===== src/rtl/mem_arb.sv =====
// Data-memory arbiter between the CPU MEM stage and a background loader.
// The loader gets bounded bursts while the CPU waits, and the CPU is never starved.
module mem_arb #(
  parameter int MAX_BURST = 4,
  parameter int MAX_WAIT  = 8
) (
  input  logic        reloj,
  input  logic        resetM,
  input  logic        MEM_RD,
  input  logic        MEM_WR,
  input  logic        w_h,
  input  logic [6:0]  DIR_cpu,
  input  logic [31:0] DI_cpu,
  input  logic        ld_req,
  input  logic        ld_we,
  input  logic [6:0]  ld_dir,
  input  logic [31:0] ld_di,
  output logic        ld_gnt,
  output logic        ld_rvalid,
  output logic [31:0] ld_rdata,
  output logic        stall_cpu,
  output logic        MEM_RD_o,
  output logic        MEM_WR_o,
  output logic        w_h_o,
  output logic [6:0]  DIR_MEM,
  output logic [31:0] DI_MEM,
  input  logic [31:0] DO_MEM
);

  localparam int WW = (MAX_WAIT  > 1) ? $clog2(MAX_WAIT)  : 1;
  localparam int BW = (MAX_BURST > 1) ? $clog2(MAX_BURST) : 1;
  localparam logic [WW-1:0] WAIT_LAST  = WW'(MAX_WAIT - 1);
  localparam logic [BW-1:0] BURST_LAST = BW'(MAX_BURST - 1);

  typedef enum logic {
    S_CPU = 1'b0,
    S_LD  = 1'b1
  } state_t;

  state_t          state_r;
  state_t          next_state_s;
  logic [WW-1:0]   wait_cnt_r;
  logic [WW-1:0]   wait_cnt_s;
  logic [BW-1:0]   burst_cnt_r;
  logic [BW-1:0]   burst_cnt_s;
  logic            cpu_req_s;
  logic            ld_read_s;

  assign cpu_req_s = MEM_RD | MEM_WR;
  assign ld_read_s = (state_r == S_LD) & ld_req & ~ld_we;

  // Ownership decision and fairness counters
  always_comb begin
    next_state_s = state_r;
    wait_cnt_s   = wait_cnt_r;
    burst_cnt_s  = burst_cnt_r;
    case (state_r)
      S_CPU: begin
        burst_cnt_s = {BW{1'b0}};
        if (ld_req && (!cpu_req_s || (wait_cnt_r == WAIT_LAST))) begin
          next_state_s = S_LD;
          wait_cnt_s   = {WW{1'b0}};
        end else if (!ld_req) begin
          wait_cnt_s = {WW{1'b0}};
        end else if (wait_cnt_r != WAIT_LAST) begin
          wait_cnt_s = wait_cnt_r + WW'(1);
        end else begin
          wait_cnt_s = wait_cnt_r;
        end
      end
      S_LD: begin
        wait_cnt_s = {WW{1'b0}};
        // Leaving S_LD always lasts a full S_CPU cycle, so a forced yield serves the CPU
        if (!ld_req || (cpu_req_s && (burst_cnt_r == BURST_LAST))) begin
          next_state_s = S_CPU;
          burst_cnt_s  = {BW{1'b0}};
        end else if (!cpu_req_s) begin
          burst_cnt_s = {BW{1'b0}};
        end else if (burst_cnt_r != BURST_LAST) begin
          burst_cnt_s = burst_cnt_r + BW'(1);
        end else begin
          burst_cnt_s = burst_cnt_r;
        end
      end
      default: begin
        next_state_s = S_CPU;
        wait_cnt_s   = {WW{1'b0}};
        burst_cnt_s  = {BW{1'b0}};
      end
    endcase
  end

  // State and counter registers
  always_ff @(posedge reloj or negedge resetM) begin
    if (!resetM) begin
      state_r     <= S_CPU;
      wait_cnt_r  <= {WW{1'b0}};
      burst_cnt_r <= {BW{1'b0}};
    end else begin
      state_r     <= next_state_s;
      wait_cnt_r  <= wait_cnt_s;
      burst_cnt_r <= burst_cnt_s;
    end
  end

  // Memory port mux; a combined CPU read+write is presented as a write only
  always_comb begin
    ld_gnt    = 1'b0;
    stall_cpu = 1'b0;
    MEM_RD_o  = MEM_RD & ~MEM_WR;
    MEM_WR_o  = MEM_WR;
    w_h_o     = w_h;
    DIR_MEM   = DIR_cpu;
    DI_MEM    = DI_cpu;
    case (state_r)
      S_CPU: begin
        ld_gnt    = 1'b0;
        stall_cpu = 1'b0;
      end
      S_LD: begin
        ld_gnt    = ld_req;
        stall_cpu = cpu_req_s;
        MEM_RD_o  = ld_req & ~ld_we;
        MEM_WR_o  = ld_req & ld_we;
        w_h_o     = 1'b0;
        DIR_MEM   = ld_dir;
        DI_MEM    = ld_di;
      end
      default: begin
        ld_gnt    = 1'b0;
        stall_cpu = 1'b0;
      end
    endcase
  end

  // Loader read return, valid for the single cycle after the grant
  always_ff @(posedge reloj or negedge resetM) begin
    if (!resetM) begin
      ld_rvalid <= 1'b0;
      ld_rdata  <= 32'd0;
    end else if (ld_read_s) begin
      ld_rvalid <= 1'b1;
      ld_rdata  <= DO_MEM;
    end else begin
      ld_rvalid <= 1'b0;
      ld_rdata  <= ld_rdata;
    end
  end

endmodule


===== config.mk =====
export PLATFORM = sky130hd
export DESIGN_NAME = mem_arb
export DESIGN_NICKNAME = d
export VERILOG_FILES = /design/src/rtl/mem_arb.sv
export SDC_FILE = /design/constraint.sdc
export NUM_CORES = 1
export LEC_CHECK = 0
export BUFFER_PORTS_ARGS = -buffer_cell sky130_fd_sc_hd__buf_4
export CORE_AREA = 3 3 76 114
export DETAILED_ROUTE_END_ITERATION = 10
export DIE_AREA = 0 0 79 117
export PLACE_DENSITY = 0.65
export SLEW_MARGIN = 30
export SYNTH_ARGS = -nofsm -noshare
export SYNTH_HDL_FRONTEND = slang
export SYNTH_SLANG_ARGS = --single-unit

===== constraint.sdc =====
create_clock -name reloj -period 1.55 [get_ports reloj]
set_input_delay 0 -clock reloj [delete_from_list [all_inputs] [get_ports reloj]]
set_output_delay 0 -clock reloj [all_outputs]
set_load 0.03 [all_outputs]

Word level (Yosys, flattened, before mapping)
Index checks and enable logic that the tools add are counted.
- add/sub/neg operators: 2
- equal/unequal tests: 6
- multiplexer cells: 19
- bitwise gates (word level): 9
- reduce and logical (&&, ||, !) cells: 6
- operators with widths (cell ; number):
    32-bit 2-to-1 mux ; 1
    3-bit 2-to-1 mux ; 3
    7-bit 2-to-1 mux ; 1
    1-bit 2-to-1 mux ; 6
    2-bit 2-to-1 mux ; 3
    1-bit case mux with 2 select lines ; 3
    3-bit case mux with 2 select lines ; 1
    1-bit AND ; 5
    4-bit by 2-bit != test with 1-bit output (second input constant) ; 1
    4-bit != test (second input constant) ; 1
    2-bit case mux with 2 select lines ; 1
    3-bit by 1-bit adder with 3-bit output (second input constant) ; 1
    3-bit == test (second input constant) ; 1
    3-bit != test (second input constant) ; 1
    1-bit inverter ; 3
    2-bit by 1-bit adder with 2-bit output (second input constant) ; 1
    2-bit == test (second input constant) ; 1
    1-bit logical AND ; 2
    1-bit logical NOT ; 2
    1-bit logical OR ; 2
    2-bit != test (second input constant) ; 1
    1-bit bitwise OR ; 1
- register bits after elaboration: 39
- bits of input ports: 117

Longest topological paths before layout
Gate-level depths: netlist (run 1).
- depth after elaboration: 6
- mapped depth: 5

Worst setup path after synthesis (run 1)
No wires, ideal clock.
- path kind: register to output
- from: register state_r
- to: output port MEM_RD_o
- arrival time: 1.544 ns
- required time: 1.550 ns
- setup slack: 0.006 ns
- cell stages (with the launch flop): 4
- path buffers: 2
- path through: dfrtp_1 buf_4 buf_6 o32ai_1
- word-level cells in the longest chain between the ends: 1
- RTL lines (what ; line ; RTL):
    from (decl) ; 40 ; state_t state_r;
    from (signal assigned) ; 100 ; state_r <= next_state_s;
    1-bit 2-to-1 mux ; 115 ; case (state_r)
    to (decl) ; 22 ; output logic MEM_RD_o,
Every way passes these cells.

Final worst setup path (run 1)
- from: register state_r
- to: output port DI_MEM[30]
- word-level cells in the longest chain between the ends: 1
- RTL lines (what ; line ; RTL):
    32-bit 2-to-1 mux ; 115 ;
    to (decl) ; 26 ; output logic [31:0] DI_MEM,
Every way passes these cells.

==> summary.txt, run 1 <==
Power and ir drop
  • NetSw: 1.56 mW
  • Clk pwr share: 22.6%
  • Peak supply drop: 0.708 mV
  • Leakage: 2.11 nW
  • Total power: 4.41 mW
  • Sw frac: 35.3%
  • Power Internal: 2.85 mW
  • Gate power share: 45.8%
  • PD cells: 1050 mW/mm²
  • Register share of total power: 31.6%

Drt
  • Iteration-0 DRC Markers: 34
  • Vias: 2094
  • Antenna viol nets, final: 0
  • Drt drc: 0
  • Wire length per cell: 15.6 µm
  • WL final: 7410 µm
  • DR vias/cell: 4.42
  • DR pass1 iterations: 4

Layout
  • Filler Cell Count: 677
  • Post-route cell area: 0.00418 mm²
  • Synth-to-Final Area Change: 93.1%
  • NumNets Final: 490
  • Commonest non-fill, non-tap cells in the layout: buf_4, mux2_2, dfrtp_1, dlygate4sd3_1, mux2_4
  • Commonest non-fill, non-tap cell in the layout: buf_4
  • Layout Utilization: 54.3%
  • Reg area: 977 µm²
  • Share of layout cells above drive strength 1: 74.7%
  • Multi-input gate area: 0.00107 mm²

Clocking
  • Max Root-Sink Buffers: 2
  • Root buf cell: clkbuf_16
  • H-tree depth: 2
  • Clock transition at path regs: 60 ps
  • Post CTS Setup Buffer Count: 0
  • Cts bufs inserted: 5
  • CTS tree: yes
  • Clk Latency, worst-skew pair: 280 ps
  • Clk sinks: 39

Global routing
  • First-pass GRT wire length: 11200 µm
  • Initial antenna violation count: 0
  • Global route overflow: 0
  • Largest net degree at the start of global routing: 47
  • GRT Util Overall: 15.5%
  • Vias in the first global route: 2302

Placement
  • IO buf count: 193
  • Post-DP HPWL: 5610 µm
  • Area after DPL: 0.00369 mm²
  • Placer Congestion: 0.753

STA
  • Worst-Margin Slew: 499 ps
  • Skew final: 2.97 ps
  • Relative slew slack: 66.7%
  • Final setup fails: 0
  • Fmax: 0.667 GHz
  • Final hold vios: 0
  • RSZ-0062 raised after global routing: no
  • Setup_tns: 0 ps
  • Fin. max-slew vios: 0
  • Fin crit share: 96.8%
  • Min Tclk post-route: 1500 ps

Setup path
  • Crit Reg-Reg Startpoint: state_r
  • Critical path, cell by cell: buf_12, mux2_2, buf_4
  • CP max stage cell: dfrtp_2
  • Kind of critical path: flip-flop to output port
  • WP data arrival: 1500 ps
  • Critical Path Source: state_r
  • Required time of the critical path: 1550 ps
  • Critical path endpoint category: output port
  • Worst-path fanout max: 46
  • Worst-case reg-to-reg path depth: 4
  • Startpoint Class: flip-flop
  • Slowest stage delay, CP: 400 ps

Logic synthesis
  • Syn nets: 261
  • Distinct cell type count after synthesis: 20
  • Post-synthesis sequential element count: 39
  • Sequential area share after synthesis: 45.0%
  • Mapped cell area: 0.00217 mm²
  • Mapped Avg Cell Area: 15.4 µm²
  • Post-synthesis cell count: 141
  • Yosys synthesis warning count: 0

Floorplanning
  • I/O Pins: 194
  • Core Box Area: 0.00771 mm²
  • Die Area: 0.00924 mm²
  • Die X: 79 µm
  • Initial core utilization: 28.1%
  • Cell Rows: 39
  • Die height: 117 µm

Hold path
  • Cells on Worst Hold Path: 3
  • HP Class: input pin to flip-flop
  • HP Start: ld_we

Run
  • Max cap viols: 0

Run status
  • Status: finished, final reports clean
logic make-up (layout without fill, tap and decap cells):
kind of cell / count (synthesis) / count (layout) / share of synthesized area [%]
multiplexers: 71 / 71 / 41.9
flip-flops: 39 / 39 / 45.0
AND/OR/NAND/NOR: 12 / 12 / 3.98
buffers and inverters: 11 / 241 / 5.72
AO/OA/AOI/OAI: 5 / 5 / 1.62
adder cells (fa/ha/maj): 3 / 3 / 1.73
other: 0 / 1 / 0
registers in the layout, summed over array words and instances (netlist names):
name	flops
wait_cnt_r	3
ld_rvalid	1
state_r	1
burst_cnt_r	2
ld_rdata	32
metrics by stage:
step | hold WS, ps | worst slack (ps) | cells
after floorplan | -296 | 6.46 | 141
after global placement | -2.35 | 304 | 431
after detailed placement | 4.74 | 277 | 431
after CTS | 102 | 27.5 | 473
after global routing | 103 | 1.29 | 473
final | 108 | 50.1 | 474
path summary, 6_finish.rpt:
check / slack [ps] / endpoint
worst max register to register: 280 / ld_rdata[19]
worst min register to register: 450 / wait_cnt_r[0]
worst min-delay path: 110 / ld_rvalid
worst max-delay path: 50 / DI_MEM[30]
max in group asynchronous: 940 / state_r
min in group asynchronous: 230 / ld_rdata[10]
layout make-up:
cell class | count | share of cell area, %
Antenna cell | 1 | 0.0598
Clock buffer | 6 | 3.08
Clock inverter | 2 | 0.299
Inverter | 3 | 0.269
Multi-Input combinational cell | 91 | 25.7
Sequential cell | 39 | 23.4
Tap cell | 102 | 3.05
Timing Repair Buffer | 230 | 44.2
repair_timing:
action                                 4_1_cts  5_1_grt
endpoints found under the hold margin       72        0
setup endpoints to repair                    0        2
hold buffers                                34        0
gates resized for setup                      0        2
power by group through the flow:
stage | Clock (mW) | Combinational [mW] | Sequential, mW
final | 0.998 | 2.02 | 1.39
after floorplan | 0 | 0.693 | 1.83
after detailed placement | 0 | 1.97 | 1.40
after CTS | 1.02 | 2.03 | 1.39
after global routing | 1.06 | 2.12 | 1.43
after global placement | 0 | 1.93 | 1.40
worst max-delay path: cells and delay by family (launching register included):
kind                   cells  cell delay [ps]
buffers and inverters      2              410
flip-flops                 1              400
multiplexers               1              370
layer usage:
| metal | vias to the layer above | global-route usage, % | wire (µm) |
|---|---|---|---|
| met2 | 141 | 29.5 | 3870 |
| li1 | 962 | - | - |
| met1 | 979 | 13.9 | 2250 |
| met3 | 12 | 8.12 | 1180 |
| met5 | - | 0 | 0 |
| met4 | 0 | 4.93 | 112 |
cells in the mapped netlist, drive strengths merged:
| cell | count | share of area (%) |
|---|---|---|
| mux2 | 71 | 42 |
| nor4b | 2 | 0.81 |
| nor2b | 1 | 0.29 |
| nor4 | 2 | 0.58 |
| o32ai | 1 | 0.40 |
| nor2 | 5 | 1.6 |
| ha | 3 | 1.7 |
| o21a | 1 | 0.35 |
| dfrtp | 39 | 45 |
| a22o | 1 | 0.40 |
| buf | 8 | 5.2 |
| o21ai | 1 | 0.23 |
| inv | 3 | 0.52 |
| nand2 | 2 | 0.69 |
| a21oi | 1 | 0.23 |
Power figures use the tool's default switching activity.
==> inputs of run 2 (changes only) <==
--- a/config.mk
+++ b/config.mk
@@ -6,7 +6,9 @@
 export NUM_CORES = 1
 export LEC_CHECK = 0
 export BUFFER_PORTS_ARGS = -buffer_cell sky130_fd_sc_hd__buf_4
+export CAP_MARGIN = 20
 export CORE_AREA = 3 3 76 114
+export CTS_CLUSTER_SIZE = 30
 export DETAILED_ROUTE_END_ITERATION = 10
 export DIE_AREA = 0 0 79 117
 export PLACE_DENSITY = 0.65
==> constraint.sdc (replaced) <==
create_clock -name reloj -period 1.8 [get_ports reloj]
set_input_delay 0 -clock reloj [delete_from_list [all_inputs] [get_ports reloj]]
set_output_delay 0 -clock reloj [all_outputs]
set_load 0.03 [all_outputs]
==> run 2 against run 1 <==
Setup slack better by 220 ps. Clock power down 14%. Sequential share of layout area up 0.17 points. First-iteration DRC count up 91%. Global-route usage down 0.65 points. Total power down 14%. Combinational power down 14%. Final cell count down 0.42%. Core utilization down 0.39 points. Sequential power down 14%. Routed wire length up 0.26%. Highest routed layer unchanged.
==> summary.txt, run 2 (synthesized netlist as in run 1, its figures left out) <==
Setup path
  • Critical path, cell by cell: buf_12, mux2_2, buf_4
  • Worst-case reg-to-reg path depth: 4 (unchanged)
  • CP delay by family, top: flip-flops
  • Buffers & Inverters on Critical Path: 2 (unchanged)
  • CP max stage cell: dfrtp_2
  • WP depth: 3 (unchanged)
  • WP data arrival: 1530 ps (+30 ps)
  • Kind of critical path: flip-flop to output port
  • Worst-path fanout max: 43 (-6.5%)
  • Required time of the critical path: 1800 ps (+250 ps)
  • Startpoint Class: flip-flop
  • Critical path endpoint category: output port
  • Slowest stage delay, CP: 440 ps (+40 ps)

STA
  • Fin crit share: 85.2%
  • Fmax: 0.652 GHz
  • Setup_tns: 0 ps (unchanged)
  • Fin. max-slew vios: 0 (unchanged)
  • Final setup fails: 0 (unchanged)
  • Worst-Margin Slew: 497 ps (-2.50 ps)
  • Final hold vios: 0 (unchanged)
  • Min Tclk post-route: 1530 ps
  • RSZ-0062 raised after global routing: no
  • Relative slew slack: 66.9% (+0.17 points)
  • Skew final: 2.57 ps (-0.403 ps)

Power and ir drop
  • Register share of total power: 31.8% (+0.2 points)
  • Clk pwr share: 22.6% (about the same)
  • Total power: 3.79 mW (-14%)
  • PD cells: 911 mW/mm² (-14%)
  • Gate power share: 45.6% (-0.2 points)
  • Leakage: 2.09 nW (-0.74%)
  • NetSw: 1.33 mW (-14%)
  • Peak supply drop: 0.677 mV (-4.4%)
  • Power Internal: 2.45 mW (-14%)
  • Sw frac: 35.3% (-0.095 points)

Floorplanning
  • Initial core utilization: 28.1% (unchanged)
  • Die height: 117 µm (unchanged)
  • Die Area: 0.00924 mm² (unchanged)
  • Core Box Area: 0.00771 mm² (unchanged)
  • Die X: 79 µm (unchanged)
  • Cell Rows: 39 (unchanged)
  • I/O Pins: 194 (unchanged)

Layout
  • Largest regs: ld_rdata x32, wait_cnt_r x3, burst_cnt_r x2
  • Layout Utilization: 53.9% (-0.39 points)
  • Commonest non-fill, non-tap cell in the layout: buf_4
  • Commonest non-fill, non-tap cells in the layout: buf_4, mux2_2, dfrtp_1, dlygate4sd3_1, mux2_4
  • Diodes inserted: 0 (-1)
  • Share of layout cells above drive strength 1: 74.6% (about the same)
  • Largest reg by FF count: ld_rdata
  • NumNets Final: 489 (-0.20%)
  • Synth-to-Final Area Change: 91.7%
  • Max reg flops: 32 (unchanged)
  • Post-Layout Cell Count: 472 (-0.42%)

Drt
  • WL final: 7430 µm (+0.26%)
  • Drt drc: 0 (unchanged)
  • Antenna viol nets, final: 0 (unchanged)
  • Wire length per cell: 15.7 µm (+0.68%)
  • DR vias/cell: 4.40 (-0.49%)
  • DR pass1 iterations: 3 (-1)
  • Vias: 2075 (-0.91%)
  • Iteration-0 DRC Markers: 65 (+91%)

Clocking
  • Clk sinks: 39 (unchanged)
  • Post-cts sizing count: 0 (unchanged)
  • Clk Latency, worst-skew pair: 280 ps (about the same)
  • Root buf cell: clkbuf_16
  • Cts bufs inserted: 5 (unchanged)
  • Max Root-Sink Buffers: 2 (unchanged)
  • CTS tree: yes
  • H-tree depth: 2 (unchanged)
  • Clock transition at path regs: 60 ps (about the same)

Hold path
  • HP Class: input pin to flip-flop
  • Cells on Worst Hold Path: 3 (unchanged)

Placement
  • Inst Count DP: 430 (-0.23%)
  • IO buf count: 193 (unchanged)
  • Post-DP HPWL: 5540 µm (-1.2%)
  • Placer Congestion: 0.768 (+2.1%)

Run status
  • Status: finished, final reports clean

Global routing
  • Largest net degree at the start of global routing: 44 (-6.4%)
  • GRT Util Overall: 14.8% (-0.65 points)
  • Vias in the first global route: 2192 (-4.8%)
  • Global route overflow: 0 (unchanged)
  • First-pass GRT wire length: 10700 µm (-5.2%)
  • Initial antenna violation count: 0 (unchanged)

Run
  • Max cap viols: 0 (unchanged)
-- run 2: worst min-delay path: stages --
cell    delay (ps)
buf_4           90
nor2_1          70
o21a_1         190
-- run 2: final cells by class --
cell class                      instances  area, µm²
Timing Repair Buffer                  229       1830
Clock inverter                          2       12.5
Inverter                                3       11.3
Fill cell                             680       3560
Multi-Input combinational cell         91       1070
Clock buffer                            6        129
Sequential cell                        39        977
Tap cell                              102        128
-- run 2: timing repair --
item | in CTS | in global routing
setup buffers | 0 | 0
setup endpoints to repair | 0 | 0
hold buffers | 34 | 0
hold endpoints to repair | 72 | 0
-- run 2: path summary, 6_finish.rpt --
kind,startpoint,endpoint,slack (ps)
setup / recovery,state_r,DI_MEM[5],270
hold / removal,MEM_RD,state_r,120
setup reg to reg,state_r,ld_rdata[21],410
hold reg to reg,burst_cnt_r[0],burst_cnt_r[0],450
max in group asynchronous,resetM,state_r,1190
min in group asynchronous,resetM,ld_rdata[15],230
-- run 2: per-stage QoR --
step	hold WS, ps	worst slack, ps	area, µm²
6_report	115	266	4150
5_1_grt	129	208	4150
4_1_cts	113	256	4150
3_5_place_dp	3.64	403	3670
3_3_place_gp	1.40	444	3670
2_1_floorplan	-296	256	2170
-- run 2: power groups by stage --
stage                     combinational (mW)  sequential [mW]  clock (mW)
after floorplan                        0.597             1.57           0
after global placement                  1.66             1.21           0
after detailed placement                1.68             1.21           0
after CTS                               1.74             1.20       0.879
after global routing                    1.81             1.23       0.922
final                                   1.73             1.20       0.855
-- run 2: metal layers --
layer  share of wire [%]  vias to the layer above  track usage (%)
li1                    -                      961                -
met3                  15                        9             7.81
met4                 1.4                        0             4.36
met2                  52                      141             28.6
met5                   0                        -                0
met1                  31                      964             13.1
==> inputs of run 3 (changes only) <==
--- a/config.mk
+++ b/config.mk
@@ -12,6 +12,7 @@
 export DETAILED_ROUTE_END_ITERATION = 10
 export DIE_AREA = 0 0 79 117
 export PLACE_DENSITY = 0.65
+export REMOVE_ABC_BUFFERS = 1
 export SLEW_MARGIN = 30
 export SYNTH_ARGS = -nofsm -noshare
 export SYNTH_HDL_FRONTEND = slang
==> run 3 against run 2 <==
Critical endpoint is now DIR_MEM[0]. Die area did not move. Critical path depth did not move. Hold slack got worse by 2.8 ps. Total power fell by 1.2%. Sequential share of layout area barely moved. Clock skew rose by 4.0 ps. Via count fell by 1.4%. Setup slack got worse by 170 ps. Clock power fell by 3.2%. Count of clock-buffer cells in the layout did not move. Flip-flop and latch count did not move.
==> summary.txt, run 3 (synthesized netlist as in run 1, its figures left out) <==
Run status
  • Status: finished, final reports clean

Clocking
  • Root buf cell: clkbuf_16
  • CTS tree: yes
  • Clock transition at path regs: 60 ps (about the same)
  • Clk Latency, worst-skew pair: 270 ps (about the same)
  • H-tree depth: 2 (unchanged)
  • Post CTS Setup Buffer Count: 0 (unchanged)
  • Cts bufs inserted: 5 (unchanged)
  • Max Root-Sink Buffers: 2 (unchanged)
  • Post-cts sizing count: 0 (unchanged)
  • Clk sinks: 39 (unchanged)

Setup path
  • Worst-path fanout max: 46 (+7.0%)
  • CP max stage cell: buf_4
  • Slowest stage delay, CP: 460 ps (+20 ps)
  • CP delay by family, top: buffers and inverters
  • WP data arrival: 1700 ps (+170 ps)
  • Critical path, cell by cell: buf_4, mux2_2, buf_4
  • Kind of critical path: flip-flop to output port
  • Critical path endpoint category: output port
  • Buffers & Inverters on Critical Path: 2 (unchanged)
  • Worst path most repeated cell: buf_4
  • Startpoint Class: flip-flop
  • Required time of the critical path: 1800 ps (about the same)

Run
  • Max cap viols: 0 (unchanged)

Layout
  • NumNets Final: 490 (+0.20%)
  • Post-Layout Cell Count: 473 (+0.21%)
  • Largest regs: ld_rdata x32, wait_cnt_r x3, burst_cnt_r x2
  • Reg area: 977 µm² (unchanged)
  • Multi-input gate area: 0.00107 mm² (unchanged)
  • Largest reg by FF count: ld_rdata
  • Layout Utilization: 53.8% (about the same)
  • Commonest non-fill, non-tap cell in the layout: buf_4
  • Synth-to-Final Area Change: 91.6% (about the same)
  • Max reg flops: 32 (unchanged)
  • Share of layout cells above drive strength 1: 74.4% (-0.20 points)
  • Filler Cell Count: 676 (-0.59%)
  • Commonest non-fill, non-tap cells in the layout: buf_4, mux2_2, dfrtp_1, dlygate4sd3_1, mux2_4
  • Diodes inserted: 0 (unchanged)
  • Post-route cell area: 0.00415 mm² (about the same)

Drt
  • Wire length per cell: 15.2 µm (-3.7%)
  • DR vias/cell: 4.32 (-1.7%)
  • DR pass1 iterations: 2 (-1)
  • Vias: 2045 (-1.4%)
  • WL final: 7170 µm (-3.5%)
  • Antenna viol nets, final: 0 (unchanged)
  • Iteration-0 DRC Markers: 18 (-72%)
  • Drt drc: 0 (unchanged)

STA
  • Fin. max-slew vios: 0 (unchanged)
  • Final hold vios: 0 (unchanged)
  • RSZ-0062 raised after global routing: no
  • Min Tclk post-route: 1700 ps (+170 ps)
  • Worst-Margin Slew: 533 ps (+36.4 ps)
  • Setup_tns: 0 ps (unchanged)
  • Skew final: 6.55 ps (+3.98 ps)
  • Fmax: 0.587 GHz (-10%)
  • Worst hold slack: 112 ps (-2.84 ps)
  • Fin crit share: 94.7% (+9.5 points)
  • Final setup fails: 0 (unchanged)
  • Final worst setup slack: 95.4 ps (-170 ps)
  • Relative slew slack: 64.5% (-2.4 points)

Placement
  • IO buf count: 193 (unchanged)
  • Area after DPL: 0.00366 mm² (-0.34%)
  • Pre-CTS WS: 385 ps (-17.5 ps)
  • Post-DP HPWL: 5630 µm (+1.6%)
  • Inst Count DP: 430 (unchanged)
  • Placer Congestion: 0.752 (-2.1%)

Global routing
  • First-pass GRT wire length: 10900 µm (+2.3%)
  • Largest net degree at the start of global routing: 47 (+6.8%)
  • Global route overflow: 0 (unchanged)
  • Initial antenna violation count: 0 (unchanged)
  • Vias in the first global route: 2228 (+1.6%)
  • GRT Util Overall: 15.1% (+0.27 points)

Floorplanning
  • I/O Pins: 194 (unchanged)
  • Die X: 79 µm (unchanged)
  • Initial core utilization: 28.1% (unchanged)
  • Die height: 117 µm (unchanged)
  • Die Area: 0.00924 mm² (unchanged)
  • Core Box Area: 0.00771 mm² (unchanged)
  • Cell Rows: 39 (unchanged)

Power and ir drop
  • Leakage: 2.09 nW (about the same)
  • Total power: 3.74 mW (-1.2%)
  • PD cells: 901 mW/mm² (-1.1%)
  • Peak supply drop: 0.573 mV (-15%)

Hold path
  • HP Class: input pin to flip-flop
run 3: layer usage:
metal | vias up | GRT usage, % | share of wire [%]
met4 | 0 | 3.44 | 0.33
met2 | 135 | 28.6 | 52
met3 | 2 | 4.59 | 11
met5 | - | 0 | 0
li1 | 965 | - | -
met1 | 943 | 16.4 | 37
run 3: area by class of cell:
cell class | instances | share of cell area [%]
Multi-Input combinational cell | 91 | 25.7
Inverter | 3 | 0.271
Timing Repair Buffer | 230 | 44.0
Sequential cell | 39 | 23.5
Tap cell | 102 | 3.07
Clock inverter | 2 | 0.301
Clock buffer | 6 | 3.10
run 3: tightest hold or removal path, cell delays in order:
cell and delay (ps):
buf_4 90, nor2_1 70, o21a_1 190
run 3: repair_timing:
action / in CTS / in global routing
endpoints found under the hold margin: 73 / 0
hold buffers: 35 / 0
setup endpoints to repair: 0 / 0
run 3: path summary, 6_finish.rpt:
path | start | to | slack [ps] | cells past startpoint
worst max-delay path | state_r | DIR_MEM[0] | 100 | 3
worst min-delay path | MEM_RD | state_r | 110 | 3
worst max register to register | state_r | ld_rdata[27] | 390 | 4
worst min register to register | wait_cnt_r[0] | wait_cnt_r[0] | 440 | 1
max in group asynchronous | resetM | state_r | 1200 | 2
min in group asynchronous | resetM | ld_rdata[26] | 250 | 2
run 3: report_power, final:
group | leakage [nW] | switching, mW | internal (mW)
logic | 1.55 | 0.866 | 0.863
registers | 0.480 | 0.110 | 1.08
clock network | 0.0669 | 0.318 | 0.510
total | 2.09 | 1.29 | 2.45
